$ cat config.mk
export PLATFORM = sky130hd
export DESIGN_NAME = alu_mem_sequencer
export DESIGN_NICKNAME = d
export VERILOG_FILES = /design/src/rtl/alu_mem_sequencer.sv
export SDC_FILE = /design/constraint.sdc
export NUM_CORES = 1
export LEC_CHECK = 0
export ABC_AREA = 1
export CAP_MARGIN = 20
export CORE_MARGIN = 5
export CORE_UTILIZATION = 42
export CTS_BUF_LIST = sky130_fd_sc_hd__clkbuf_8
export DETAILED_ROUTE_END_ITERATION = 6
export PLACE_DENSITY_LB_ADDON = 0.08
export RECOVER_POWER = 100
export SYNTH_ARGS = -nofsm -noshare
export SYNTH_HDL_FRONTEND = slang
export SYNTH_SLANG_ARGS = --single-unit
$ cat constraint.sdc
create_clock -name clk -period 1.3 [get_ports clk]
set_clock_uncertainty 0.05 [all_clocks]
set_input_delay 0.39 -clock clk [delete_from_list [all_inputs] [get_ports clk]]
set_output_delay 0.39 -clock clk [all_outputs]
set_load 0.05 [all_outputs]
$ cat src/rtl/alu_mem_sequencer.sv
`default_nettype none
// ============================================================================
// Module   : alu_mem_sequencer
// Purpose  : Runs one memory-to-memory ALU operation per command. Operand A
//            (and operand B unless the opcode is unary) is read from the data
//            memory, the combinational ALU is driven from registered operands,
//            and the result is written back to the destination address,
//            followed by a one-cycle done pulse.
// Ports    : clk, reset (async, active-low)
//            start, opcode_in, addr_a, addr_b, addr_d    - command request
//            busy, done, overrun                         - command status
//            result_out, carry                           - last result, held
//            mem_we, mem_re, mem_addr, mem_wdata,
//            mem_rdata                                   - memory port
//            alu_a, alu_b, alu_opcode, alu_result,
//            alu_carry                                   - ALU port
// Revision : 1.0 - initial release
// ============================================================================
module alu_mem_sequencer #(
    parameter int          ADDR_W    = 12,
    parameter int          DATA_W    = 8,
    parameter int          RD_LAT    = 1,        // legal range 1..3
    parameter logic [15:0] UNARY_OPS = 16'h0000
) (
    input  logic              clk,
    input  logic              reset,
    input  logic              start,
    input  logic [3:0]        opcode_in,
    input  logic [ADDR_W-1:0] addr_a,
    input  logic [ADDR_W-1:0] addr_b,
    input  logic [ADDR_W-1:0] addr_d,
    output logic              busy,
    output logic              done,
    output logic              overrun,
    output logic [DATA_W-1:0] result_out,
    output logic              carry,
    output logic              mem_we,
    output logic              mem_re,
    output logic [ADDR_W-1:0] mem_addr,
    output logic [DATA_W-1:0] mem_wdata,
    input  logic [DATA_W-1:0] mem_rdata,
    output logic [DATA_W-1:0] alu_a,
    output logic [DATA_W-1:0] alu_b,
    output logic [3:0]        alu_opcode,
    input  logic [DATA_W-1:0] alu_result,
    input  logic              alu_carry
);

    typedef enum logic [2:0] {
        S_IDLE   = 3'd0,
        S_RD_A   = 3'd1,
        S_WAIT_A = 3'd2,
        S_RD_B   = 3'd3,
        S_WAIT_B = 3'd4,
        S_EXEC   = 3'd5,
        S_WRITE  = 3'd6
    } state_t;

    // Value of the wait counter in the final wait cycle, when read data is valid
    localparam logic [1:0] C_WAIT_LAST = 2'(RD_LAT - 1);

    state_t              r_state;
    state_t              w_state_nxt;
    logic [1:0]          r_wait;
    logic [1:0]          w_wait_nxt;
    logic [ADDR_W-1:0]   r_addr_b;
    logic [ADDR_W-1:0]   r_addr_d;

    logic                w_accept;
    logic                w_cap_a;
    logic                w_cap_b;
    logic                w_clr_b;
    logic                w_cap_res;
    logic                w_unary;
    logic                w_mem_re_nxt;
    logic                w_mem_we_nxt;
    logic [ADDR_W-1:0]   w_mem_addr_nxt;
    logic [DATA_W-1:0]   w_mem_wdata_nxt;
    logic                w_done_nxt;
    logic                w_busy_nxt;
    logic                w_overrun_nxt;

    // The latched opcode doubles as the registered ALU opcode output
    assign w_unary = UNARY_OPS[alu_opcode];

    // ------------------------------------------------------------------------
    // State register
    // ------------------------------------------------------------------------
    always_ff @(posedge clk or negedge reset) begin
        if (!reset) begin
            r_state <= S_IDLE;
            r_wait  <= 2'd0;
        end else begin
            r_state <= w_state_nxt;
            r_wait  <= w_wait_nxt;
        end
    end

    // ------------------------------------------------------------------------
    // Next state and next values of the registered outputs. Memory strobes
    // are computed one cycle ahead so they are registered and aligned with
    // the RD_x / WRITE states they belong to.
    // ------------------------------------------------------------------------
    always_comb begin
        w_state_nxt     = r_state;
        w_wait_nxt      = 2'd0;
        w_accept        = 1'b0;
        w_cap_a         = 1'b0;
        w_cap_b         = 1'b0;
        w_clr_b         = 1'b0;
        w_cap_res       = 1'b0;
        w_mem_re_nxt    = 1'b0;
        w_mem_we_nxt    = 1'b0;
        w_mem_addr_nxt  = '0;
        w_mem_wdata_nxt = '0;
        w_done_nxt      = 1'b0;

        case (r_state)
            S_IDLE: begin
                if (start) begin
                    w_accept       = 1'b1;
                    w_state_nxt    = S_RD_A;
                    w_mem_re_nxt   = 1'b1;
                    // addr_a is consumed here directly, so it needs no latch
                    w_mem_addr_nxt = addr_a;
                end
            end
            S_RD_A: begin
                w_state_nxt = S_WAIT_A;
            end
            S_WAIT_A: begin
                if (r_wait == C_WAIT_LAST) begin
                    w_cap_a = 1'b1;
                    if (w_unary) begin
                        w_clr_b     = 1'b1;
                        w_state_nxt = S_EXEC;
                    end else begin
                        w_state_nxt    = S_RD_B;
                        w_mem_re_nxt   = 1'b1;
                        w_mem_addr_nxt = r_addr_b;
                    end
                end else begin
                    w_wait_nxt = r_wait + 2'd1;
                end
            end
            S_RD_B: begin
                w_state_nxt = S_WAIT_B;
            end
            S_WAIT_B: begin
                if (r_wait == C_WAIT_LAST) begin
                    w_cap_b     = 1'b1;
                    w_state_nxt = S_EXEC;
                end else begin
                    w_wait_nxt = r_wait + 2'd1;
                end
            end
            S_EXEC: begin
                // The write data is the ALU output captured in this same edge,
                // so it always equals result_out during WRITE.
                w_cap_res       = 1'b1;
                w_state_nxt     = S_WRITE;
                w_mem_we_nxt    = 1'b1;
                w_mem_addr_nxt  = r_addr_d;
                w_mem_wdata_nxt = alu_result;
            end
            S_WRITE: begin
                w_state_nxt = S_IDLE;
                w_done_nxt  = 1'b1;
            end
            default: begin
                w_state_nxt = S_IDLE;
            end
        endcase

        w_busy_nxt    = (w_state_nxt != S_IDLE);
        w_overrun_nxt = start && (r_state != S_IDLE);
    end

    // ------------------------------------------------------------------------
    // Registered outputs and datapath
    // ------------------------------------------------------------------------
    always_ff @(posedge clk or negedge reset) begin
        if (!reset) begin
            busy       <= 1'b0;
            done       <= 1'b0;
            overrun    <= 1'b0;
            mem_re     <= 1'b0;
            mem_we     <= 1'b0;
            mem_addr   <= '0;
            mem_wdata  <= '0;
            result_out <= '0;
            carry      <= 1'b0;
            alu_a      <= '0;
            alu_b      <= '0;
            alu_opcode <= 4'd0;
            r_addr_b   <= '0;
            r_addr_d   <= '0;
        end else begin
            busy      <= w_busy_nxt;
            done      <= w_done_nxt;
            overrun   <= w_overrun_nxt;
            mem_re    <= w_mem_re_nxt;
            mem_we    <= w_mem_we_nxt;
            mem_addr  <= w_mem_addr_nxt;
            mem_wdata <= w_mem_wdata_nxt;

            if (w_accept) begin
                alu_opcode <= opcode_in;
                r_addr_b   <= addr_b;
                r_addr_d   <= addr_d;
            end

            if (w_cap_a) begin
                alu_a <= mem_rdata;
            end

            if (w_cap_b) begin
                alu_b <= mem_rdata;
            end else if (w_clr_b) begin
                alu_b <= '0;
            end

            if (w_cap_res) begin
                result_out <= alu_result;
                carry      <= alu_carry;
            end
        end
    end

endmodule
`default_nettype wire

* After elaboration in Yosys (flattened, before gate mapping)
Memory sizes are Yosys's and may differ from the RTL's.
Index checks and enable logic that the tools add are counted.
Widths: inputs -> output; s select.
** Storage, ports and cells
- Bits in registers :: 83
- Bits in read-only memories :: 16
- Bits of input ports :: 60
- Output and inout bits :: 54
- Logic and storage cells :: 60
- Memories kept :: 1
** Memories
- (name not given) :: words 16, bits a word 1, rd ports 1, clocked after Yosys merged registers in 0, wr ports 0, RTL line 84 : assign w_unary = UNARY_OPS[alu_opcode];
** Cells by class
- Add/subtract/negate cells :: 1
- Order comparisons :: 1
- Eq/ne operators :: 6
- Multiplexer cells :: 28
- Reduce and logical (&&, ||, !) cells :: 7
** Operators with widths (number)
- $mux 12 :: 3
- $pmux 12 s3 :: 1
- $mux 8 :: 3
- $pmux 3 s6 :: 1
- $mux 1 :: 13
- $mux 3 :: 4
- $eq 3x3->1 const B :: 3
- $eq 3x2->1 const B :: 2
- $reduce_bool 3->1 :: 2
- $lt 4x5->1 const B :: 1
- $mux 2 :: 2
- $eq 3x1->1 const B :: 1
- $logic_not 3->1 :: 1
- $add 2x1->2 const B :: 1
- $logic_not 2->1 :: 1
- $pmux 1 s2 :: 1
- $reduce_bool 2->1 :: 1
- $reduce_or 2->1 :: 1
- $logic_and 1x1->1 :: 1

* Depth between registers and ports, before layout
Gate-level depths: netlist of the first run.
- Depth in word-level cells :: 7
- Gate-level depth with buffers :: 7
- Mapped depth without buffers :: 6

* Least setup slack after synthesis of the first run
OpenSTA, ideal clock, no wires.
- Path kind :: reg-to-reg
- Start point :: reg r_wait[0]
- End point :: reg alu_b[5]
- Setup time :: 0.127 ns
- Arrival :: 1.112 ns
- Data required time :: 1.123 ns
- Setup slack :: 0.011 ns
- Cell stages (with the launch flop) :: 7
- Buffers on the path :: 1
- Clock period less this slack :: 1.289 ns
- Cells stage by stage :: dfrtp_1 inv_1 ha_1 nand3_1 buf_2 nand2_1 o21ai_0
** Between the ends
- Word-level cells in the longest chain between the ends :: 4
- Elaborated cells between the ends (all ways) :: 7
- Classes of those cells :: 5 x mux; 2 x reduce/logical
** RTL lines
- from (decl) :: RTL line 64 : logic [1:0] r_wait;
- from (signal assigned) :: RTL line 95 : r_wait <= w_wait_nxt;
- $logic_not 2->1 * :: RTL line 132, 150
- $mux 1, on equally long branches :: RTL line 150, 132
- $mux 1 :: RTL line 118 : case (r_state)
- $mux 8 or $reduce_bool 2->1 (tied branches)
- to (signal assigned) :: RTL line 218 : alu_b <= mem_rdata;
- to (decl) :: RTL line 43 : output logic [DATA_W-1:0] alu_b,
Mark *: on every way between the ends. The rest lies on a longest branch, timed or not.
A chain may end at the register's enable or synchronous reset.

* Worst setup path after layout of the first run
- Start point :: reg alu_a[1]
- End point :: out alu_a[1]
** RTL lines
- from (decl) :: RTL line 42 : output logic [DATA_W-1:0] alu_a,
- from (signal assigned) :: RTL line 214 : alu_a <= mem_rdata;
No word-level cell between the ends.

==> flow_metrics.env, run 1 <==
export IMPL_seqPwrFrac_pct=30.8
export IMPL_antennaDiodeCount=0
export IMPL_ir_drop_mv=1.31
export IMPL_critPathTopFamily="flip-flops"
export IMPL_wl_per_cell_um=14.6
export IMPL_synth_area_um2=3310
export IMPL_gr_usage_met2_pct=30.4
export IMPL_post_synth_most_frequent_cells="sky130_fd_sc_hd__nand2_1 (140), sky130_fd_sc_hd__dfrtp_1 (83), sky130_fd_sc_hd__nand3_1 (28)"
export IMPL_clock_root_buffer="sky130_fd_sc_hd__clkbuf_8"
export IMPL_syn_to_final_growth_pct=71.4
export IMPL_crit_arrival_ns=0.92
export IMPL_groute_layer_met1_usage_pct=23.8
export IMPL_instance_count_after_placement_with_tap_cells_included=579
export IMPL_io_pins=114
export IMPL_timing_critical_path_to_type="primary output"
export IMPL_maximum_fanout_count_along_the_critical_path=2
export IMPL_combinationalPowerShare_pct=56.7
export IMPL_vias_per_cell=4.73
export IMPL_crit_reg2reg_capture="r_addr_d[9]"
export IMPL_pwr_share_clk_pct=12.5
export IMPL_via_count=2884
export IMPL_placed_wire_length_estimate_mm=6.33
export IMPL_fraction_of_final_layout_cells_with_drive_strength_greater_than_1_pct=27.6
export IMPL_drt_first_pass_iters=4
export IMPL_worst_slew_margin_rel_pct=57.2
export IMPL_p_int_mw=8.82
export IMPL_worst_case_reg_to_reg_path_depth=7
export IMPL_cp_num_cells=1
export IMPL_layout_nets=568
export IMPL_synth_largest_area_cell="sky130_fd_sc_hd__dfrtp_1"
export IMPL_clkLatencyLatePin_ns=0.34
export IMPL_cp_buffers_inverters=1
export IMPL_synthMostInstantiatedCell="sky130_fd_sc_hd__nand2_1"
export IMPL_worstSetupPathType="reg2out"
export IMPL_timing_worst_slew_pin_value_ns=0.642
export IMPL_violations="negative setup slack"
export IMPL_leakagePower_nw=2.80
export IMPL_synth_ff_latch_count=83
export IMPL_fp_dieArea_um2=9750
export IMPL_ys_types=21
export IMPL_cts_tree="yes"
export IMPL_hold_path_cell_count=2
export IMPL_timing_hold_ws_ns=0.424
export IMPL_placeableCoreArea_um2=7690
export IMPL_final_setup_worst_slack_ns=-0.0641
export IMPL_postSynth_topFlopCell="sky130_fd_sc_hd__dfrtp_1"
export IMPL_ys_warn_count=0
export IMPL_maximum_number_of_pins_on_one_net_before_global_route_repair=29
export IMPL_cp_data_required_time_ns=0.86
export IMPL_die_width_um=98.7
export IMPL_fillers=554
export IMPL_min_delay_path_class="reg2reg"
export IMPL_overflow=0
export IMPL_synth_edff_count=0
export IMPL_drc=0
export IMPL_achievable_frequency_mhz=733
export IMPL_grt_busiest_layer="met2"
export IMPL_worst_path_slowest_cell="sky130_fd_sc_hd__dfrtp_1"
export IMPL_hold_end="r_addr_b[8]"
export IMPL_synth_top_cells_by_area="sky130_fd_sc_hd__dfrtp_1 (63%), sky130_fd_sc_hd__nand2_1 (16%), sky130_fd_sc_hd__nand3_1 (4.2%), sky130_fd_sc_hd__inv_1 (3.0%), sky130_fd_sc_hd__o21ai_0 (2.7%)"
export IMPL_globalplace_congestion=0.719
export IMPL_min_period_over_period_pct=105
export IMPL_switching_portion_of_total_power_pct=41.8
export IMPL_setup_repair_after_global_routing_missed_its_margin="yes"
export IMPL_worstPathCellList="buf_12"
export IMPL_area_share_of_the_leading_cell_type_in_the_synthesized_netlist_pct=62.8
export IMPL_grtUsageMet3_pct=4.18
export IMPL_cts_buffers=9
export IMPL_routed_wirelength_mm=8.91
export IMPL_drt_antenna_violating_nets=0
export IMPL_instances_no_fill=610
export IMPL_clock_sinks=83
export IMPL_path_clk_slew_ns=0.08
export IMPL_track_usage_pct=18.3
export IMPL_critical_r2r_launch="r_state[1]"
export IMPL_switch_pwr_mw=6.33
export IMPL_mappedNetlistNets=418
export IMPL_yosysSeqAreaShare_pct=62.8
export IMPL_first_global_vias=2903
export IMPL_report_final_slew_viol_count=0
export IMPL_syn_area_per_cell_um2=9.32
export IMPL_initial_core_util_pct=43.0
export IMPL_critPathLaunchType="flip-flop"
export IMPL_cap_viol_max_count=0
export IMPL_hold_violations=0
export IMPL_crit_path_max_incr_delay_ns=0.42
export IMPL_port_buffers=113
export IMPL_floorplan_rows=32
export IMPL_clk_path_buf_depth=2
export IMPL_synthesis_instances=355
export IMPL_p_per_area_nw_per_um2=2670
export IMPL_drt_iter0_drc=83
export IMPL_ff2ff_setup_slack_ns=-0.02
export IMPL_chipHeight_um=98.7
export IMPL_h_tree_depth=3
export IMPL_grt_antenna_before_repair=0
export IMPL_period_needed_ns=1.36
export IMPL_asyncSetResetFlopFracSynth_pct=100
export IMPL_timing_setup_tns_ns=-2.54
export IMPL_timing_final_setup_violations=77
export IMPL_first_pass_grt_wire_length_mm=14.3
export IMPL_run_status="finished with violations"
export IMPL_min_delay_start="r_addr_b[8]"
-- flip-flops by register name, indices dropped and copies added (netlist names) --
name        flops
mem_addr       12
r_addr_b       12
r_addr_d       12
alu_a           8
alu_b           8
mem_wdata       8
result_out      8
alu_opcode      4
r_state         3
r_wait          2
busy            1
carry           1
done            1
mem_re          1
mem_we          1
overrun         1
-- cell usage in the layout (no fill, tap or decap) --
cell / netlist / layout
sky130_fd_sc_hd__nor2_1: 14 / 13
sky130_fd_sc_hd__clkbuf_2: 1 / 3
sky130_fd_sc_hd__o21ai_1: 2 / 7
sky130_fd_sc_hd__inv_2: 2 / 4
sky130_fd_sc_hd__a21oi_1: 1 / 1
sky130_fd_sc_hd__dfrtp_1: 83 / 81
sky130_fd_sc_hd__bufinv_16: 0 / 2
sky130_fd_sc_hd__inv_1: 26 / 24
sky130_fd_sc_hd__nand2_2: 1 / 11
sky130_fd_sc_hd__nor2_2: 1 / 1
sky130_fd_sc_hd__clkbuf_16: 0 / 1
sky130_fd_sc_hd__nand4_1: 12 / 12
sky130_fd_sc_hd__nand2_1: 140 / 129
sky130_fd_sc_hd__nand3_2: 0 / 1
sky130_fd_sc_hd__o21ai_0: 18 / 13
sky130_fd_sc_hd__dlygate4sd3_1: 0 / 1
sky130_fd_sc_hd__clkbuf_8: 0 / 10
sky130_fd_sc_hd__buf_4: 3 / 29
sky130_fd_sc_hd__ha_4: 0 / 1
sky130_fd_sc_hd__ha_1: 3 / 2
sky130_fd_sc_hd__clkdlybuf4s50_1: 0 / 58
sky130_fd_sc_hd__buf_12: 0 / 58
sky130_fd_sc_hd__nand2_4: 0 / 1
sky130_fd_sc_hd__nand3_1: 28 / 27
sky130_fd_sc_hd__clkinv_2: 0 / 1
sky130_fd_sc_hd__nor2_4: 2 / 3
sky130_fd_sc_hd__o21ai_2: 6 / 6
sky130_fd_sc_hd__buf_8: 0 / 1
sky130_fd_sc_hd__buf_6: 3 / 3
sky130_fd_sc_hd__inv_4: 0 / 2
sky130_fd_sc_hd__dfrtp_2: 0 / 2
-- power by group through the flow --
stage	clock network [mW]	logic [mW]	registers [mW]
2_1_floorplan	0	1.74	6.66
3_3_place_gp	0	8.00	4.64
4_1_cts	1.93	8.32	4.64
3_5_place_dp	0	8.14	4.68
5_1_grt	2.05	9.11	4.79
6_report	1.89	8.58	4.67
-- tightest hold or removal path: cells and delay by family, from the launching register on --
| family | cells | cell delay (ns) |
|---|---|---|
| flops | 1 | 0.35 |
| simple gates | 2 | 0.09 |
-- per-stage QoR --
stage	power, mW	instance area (µm²)	utilization, %	worst slack (ns)
floorplan	8.39	3310	-	0.0111
global placement	12.6	5270	68.5	-0.318
detailed placement	12.8	5270	68.5	-0.379
CTS	14.9	5530	71.9	-0.0778
global route	15.9	5670	73.7	-0.102
finish	15.1	5670	73.7	-0.0641
-- metal layers --
metal | vias up | share of wire (%)
met3 | 8 | 6.5
met4 | 0 | 0.61
li1 | 1415 | -
met5 | - | 0
met1 | 1353 | 43
met2 | 108 | 50
-- what timing repair did --
item | 4_1_cts | 5_1_grt
gates resized for setup | 8 | 31
hold buffers | 1 | 0
buffers inserted | 5 | 9
endpoints found under the setup margin | 92 | 120
hold endpoints to repair | 18 | 0
pin swaps | 2 | 2
gates cloned | 0 | 2
-- cell families after synthesis --
| group | count (synthesis) | share of synthesized area [%] |
|---|---|---|
| AO/OA/AOI/OAI | 27 | 4.77 |
| buffers and inverters | 44 | 6.24 |
| AND/OR/NAND/NOR | 198 | 25.0 |
| adder cells (fa/ha/maj) | 3 | 1.14 |
| flip-flops | 83 | 62.8 |
-- area by class of cell --
cell class	instances	area, µm²	share of cell area (%)
Sequential cell	83	2080	36.7
Clock buffer	9	124	2.19
Tap cell	102	128	2.25
Multi-Input combinational cell	228	1080	19.1
Clock inverter	5	72.6	1.28
Timing Repair Buffer	155	2070	36.6
Inverter	28	110	1.94
-- worst max-delay path by stage --
stage | from | to
4_1_cts | alu_b[7] | alu_b[7]
3_3_place_gp | start | r_addr_b[6]
6_report | alu_a[1] | alu_a[1]
5_1_grt | alu_opcode[3] | alu_opcode[3]
3_5_place_dp | start | r_addr_b[6]
2_1_floorplan | r_wait[0] | alu_b[5]
Note: power is estimated with default switching activity, not from simulation.
==> run 2, diff against run 1 <==
- CORE_UTILIZATION: 42 -> 40
- CTS_BUF_LIST: sky130_fd_sc_hd__clkbuf_8 -> sky130_fd_sc_hd__clkbuf_2
==> flow_metrics.env, run 2 (synthesis results as in run 1) <==
export IMPL_timing_critical_path_to_type="primary output"
export IMPL_p_per_area_nw_per_um2=2680
export IMPL_clock_sinks=83
export IMPL_overflow=0
export IMPL_worst_path_slowest_cell="sky130_fd_sc_hd__dfrtp_1"
export IMPL_syn_to_final_growth_pct=92.2
export IMPL_fraction_of_final_layout_cells_with_drive_strength_greater_than_1_pct=46.4
export IMPL_final_setup_worst_slack_ns=-0.310
export IMPL_ir_drop_mv=1.30
export IMPL_track_usage_pct=19.5
export IMPL_path_clk_slew_ns=0.25
export IMPL_clk_path_buf_depth=2
export IMPL_placeableCoreArea_um2=8130
export IMPL_cp_buffers_inverters=1
export IMPL_drt_antenna_violating_nets=0
export IMPL_worstPathCellList="buf_12"
export IMPL_hold_path_cell_count=3
export IMPL_hold_violations=0
export IMPL_initial_core_util_pct=40.7
export IMPL_cp_data_required_time_ns=0.86
export IMPL_grt_antenna_before_repair=0
export IMPL_timing_final_setup_violations=128
export IMPL_clock_root_buffer="sky130_fd_sc_hd__clkbuf_2"
export IMPL_setup_repair_after_global_routing_missed_its_margin="yes"
export IMPL_largestRegisters="mem_addr: 12 flops, r_addr_b: 12 flops, r_addr_d: 12 flops"
export IMPL_floorplan_rows=33
export IMPL_drt_iter0_drc=97
export IMPL_fp_dieArea_um2=10200
export IMPL_placed_wire_length_estimate_mm=6.07
export IMPL_chipHeight_um=101
export IMPL_min_delay_path_class="in2reg"
export IMPL_via_count=3017
export IMPL_report_final_slew_viol_count=0
export IMPL_leakagePower_nw=3.17
export IMPL_maximum_number_of_pins_on_one_net_before_global_route_repair=54
export IMPL_layout_nets=586
export IMPL_cts_buffers=9
export IMPL_vias_per_cell=4.77
export IMPL_crit_arrival_ns=1.17
export IMPL_globalplace_congestion=0.770
export IMPL_cp_num_cells=1
export IMPL_period_needed_ns=1.61
export IMPL_port_buffers=113
export IMPL_antennaDiodeCount=0
export IMPL_maximum_fanout_count_along_the_critical_path=2
export IMPL_routed_wirelength_mm=10.4
export IMPL_clkLatencyLatePin_ns=0.52
export IMPL_drc=0
export IMPL_critPathLaunchType="flip-flop"
export IMPL_achievable_frequency_mhz=621
export IMPL_timing_setup_tns_ns=-23.42
export IMPL_run_status="finished with violations"
export IMPL_h_tree_depth=3
export IMPL_timing_worst_slew_pin_value_ns=0.744
export IMPL_first_pass_grt_wire_length_mm=15.3
export IMPL_violations="negative setup slack"
export IMPL_final_cell_mix="sky130_fd_sc_hd__nand2_1 (82), sky130_fd_sc_hd__dfrtp_1 (82), sky130_fd_sc_hd__buf_12 (61)"
export IMPL_crit_path_max_incr_delay_ns=0.47
export IMPL_cts_tree="yes"
export IMPL_first_global_vias=2970
export IMPL_critPathTopFamily="flip-flops"
export IMPL_die_width_um=101
export IMPL_drt_first_pass_iters=4
export IMPL_io_pins=114
export IMPL_worst_case_reg_to_reg_path_depth=9
export IMPL_min_period_over_period_pct=124
export IMPL_fin_total_pwr_mw=17.0
export IMPL_worstSetupPathType="reg2out"
export IMPL_worst_slew_margin_rel_pct=50.4
export IMPL_cap_viol_max_count=0
export IMPL_wl_per_cell_um=16.5
-- run 2: final timing paths --
check / from / endpoint / slack, ns
max in group asynchronous: reset / r_state[1] / 0.13
min in group asynchronous: reset / mem_wdata[1] / 0.46
setup reg to reg: r_state[1] / result_out[2] / -0.21
hold reg to reg: r_addr_b[8] / r_addr_b[8] / 0.48
setup / recovery: result_out[7] / result_out[7] / -0.31
hold / removal: addr_b[3] / r_addr_b[3] / 0.31
-- run 2: final cells by class --
| class | count | area (µm²) |
|---|---|---|
| clock buffer | 9 | 45.0 |
| clock inverter | 7 | 140 |
| fill | 511 | 1780 |
| inverter | 28 | 131 |
| multi-input combinational | 228 | 1460 |
| sequential | 83 | 2080 |
| tap | 105 | 131 |
| timing repair buffer | 170 | 2330 |
| timing repair inverter | 3 | 35.0 |
-- run 2: timing repair --
item | CTS | global route
endpoints found under the hold margin | 83 | 0
gates resized for setup | 98 | 102
buffers inserted | 19 | 14
hold buffers | 1 | 0
cloned | 6 | 4
pin swaps | 22 | 24
endpoints found under the setup margin | 116 | 133
-- run 2: metal layers --
| metal | GRT usage, % | vias up | share of wire, % |
|---|---|---|---|
| li1 | - | 1457 | - |
| met4 | 6.03 | 0 | 2.1 |
| met2 | 34.0 | 112 | 52 |
| met3 | 5.33 | 15 | 6.9 |
| met5 | 0 | - | 0 |
| met1 | 23.3 | 1433 | 39 |
-- run 2: power breakdown --
| group | total [mW] | switching, mW | internal [mW] |
|---|---|---|---|
| registers | 4.83 | 1.16 | 3.68 |
| logic | 10.3 | 5.26 | 5.03 |
| clock network | 1.92 | 0.901 | 1.02 |
| total | 17.0 | 7.32 | 9.72 |
-- run 2: per-stage QoR --
step / std cells / setup slack, ns / util, % / hold WS [ns] / cell area [µm²]
after floorplan: 355 / 0.0111 / - / 0.0444 / 3310
final: 633 / -0.310 / 78.1 / 0.315 / 6350
after detailed placement: 580 / -0.351 / 64.1 / 0.358 / 5220
after global routing: 633 / -0.401 / 78.1 / 0.244 / 6350
after CTS: 621 / -0.346 / 73.3 / 0.273 / 5960
after global placement: 580 / -0.321 / 64.1 / 0.351 / 5220
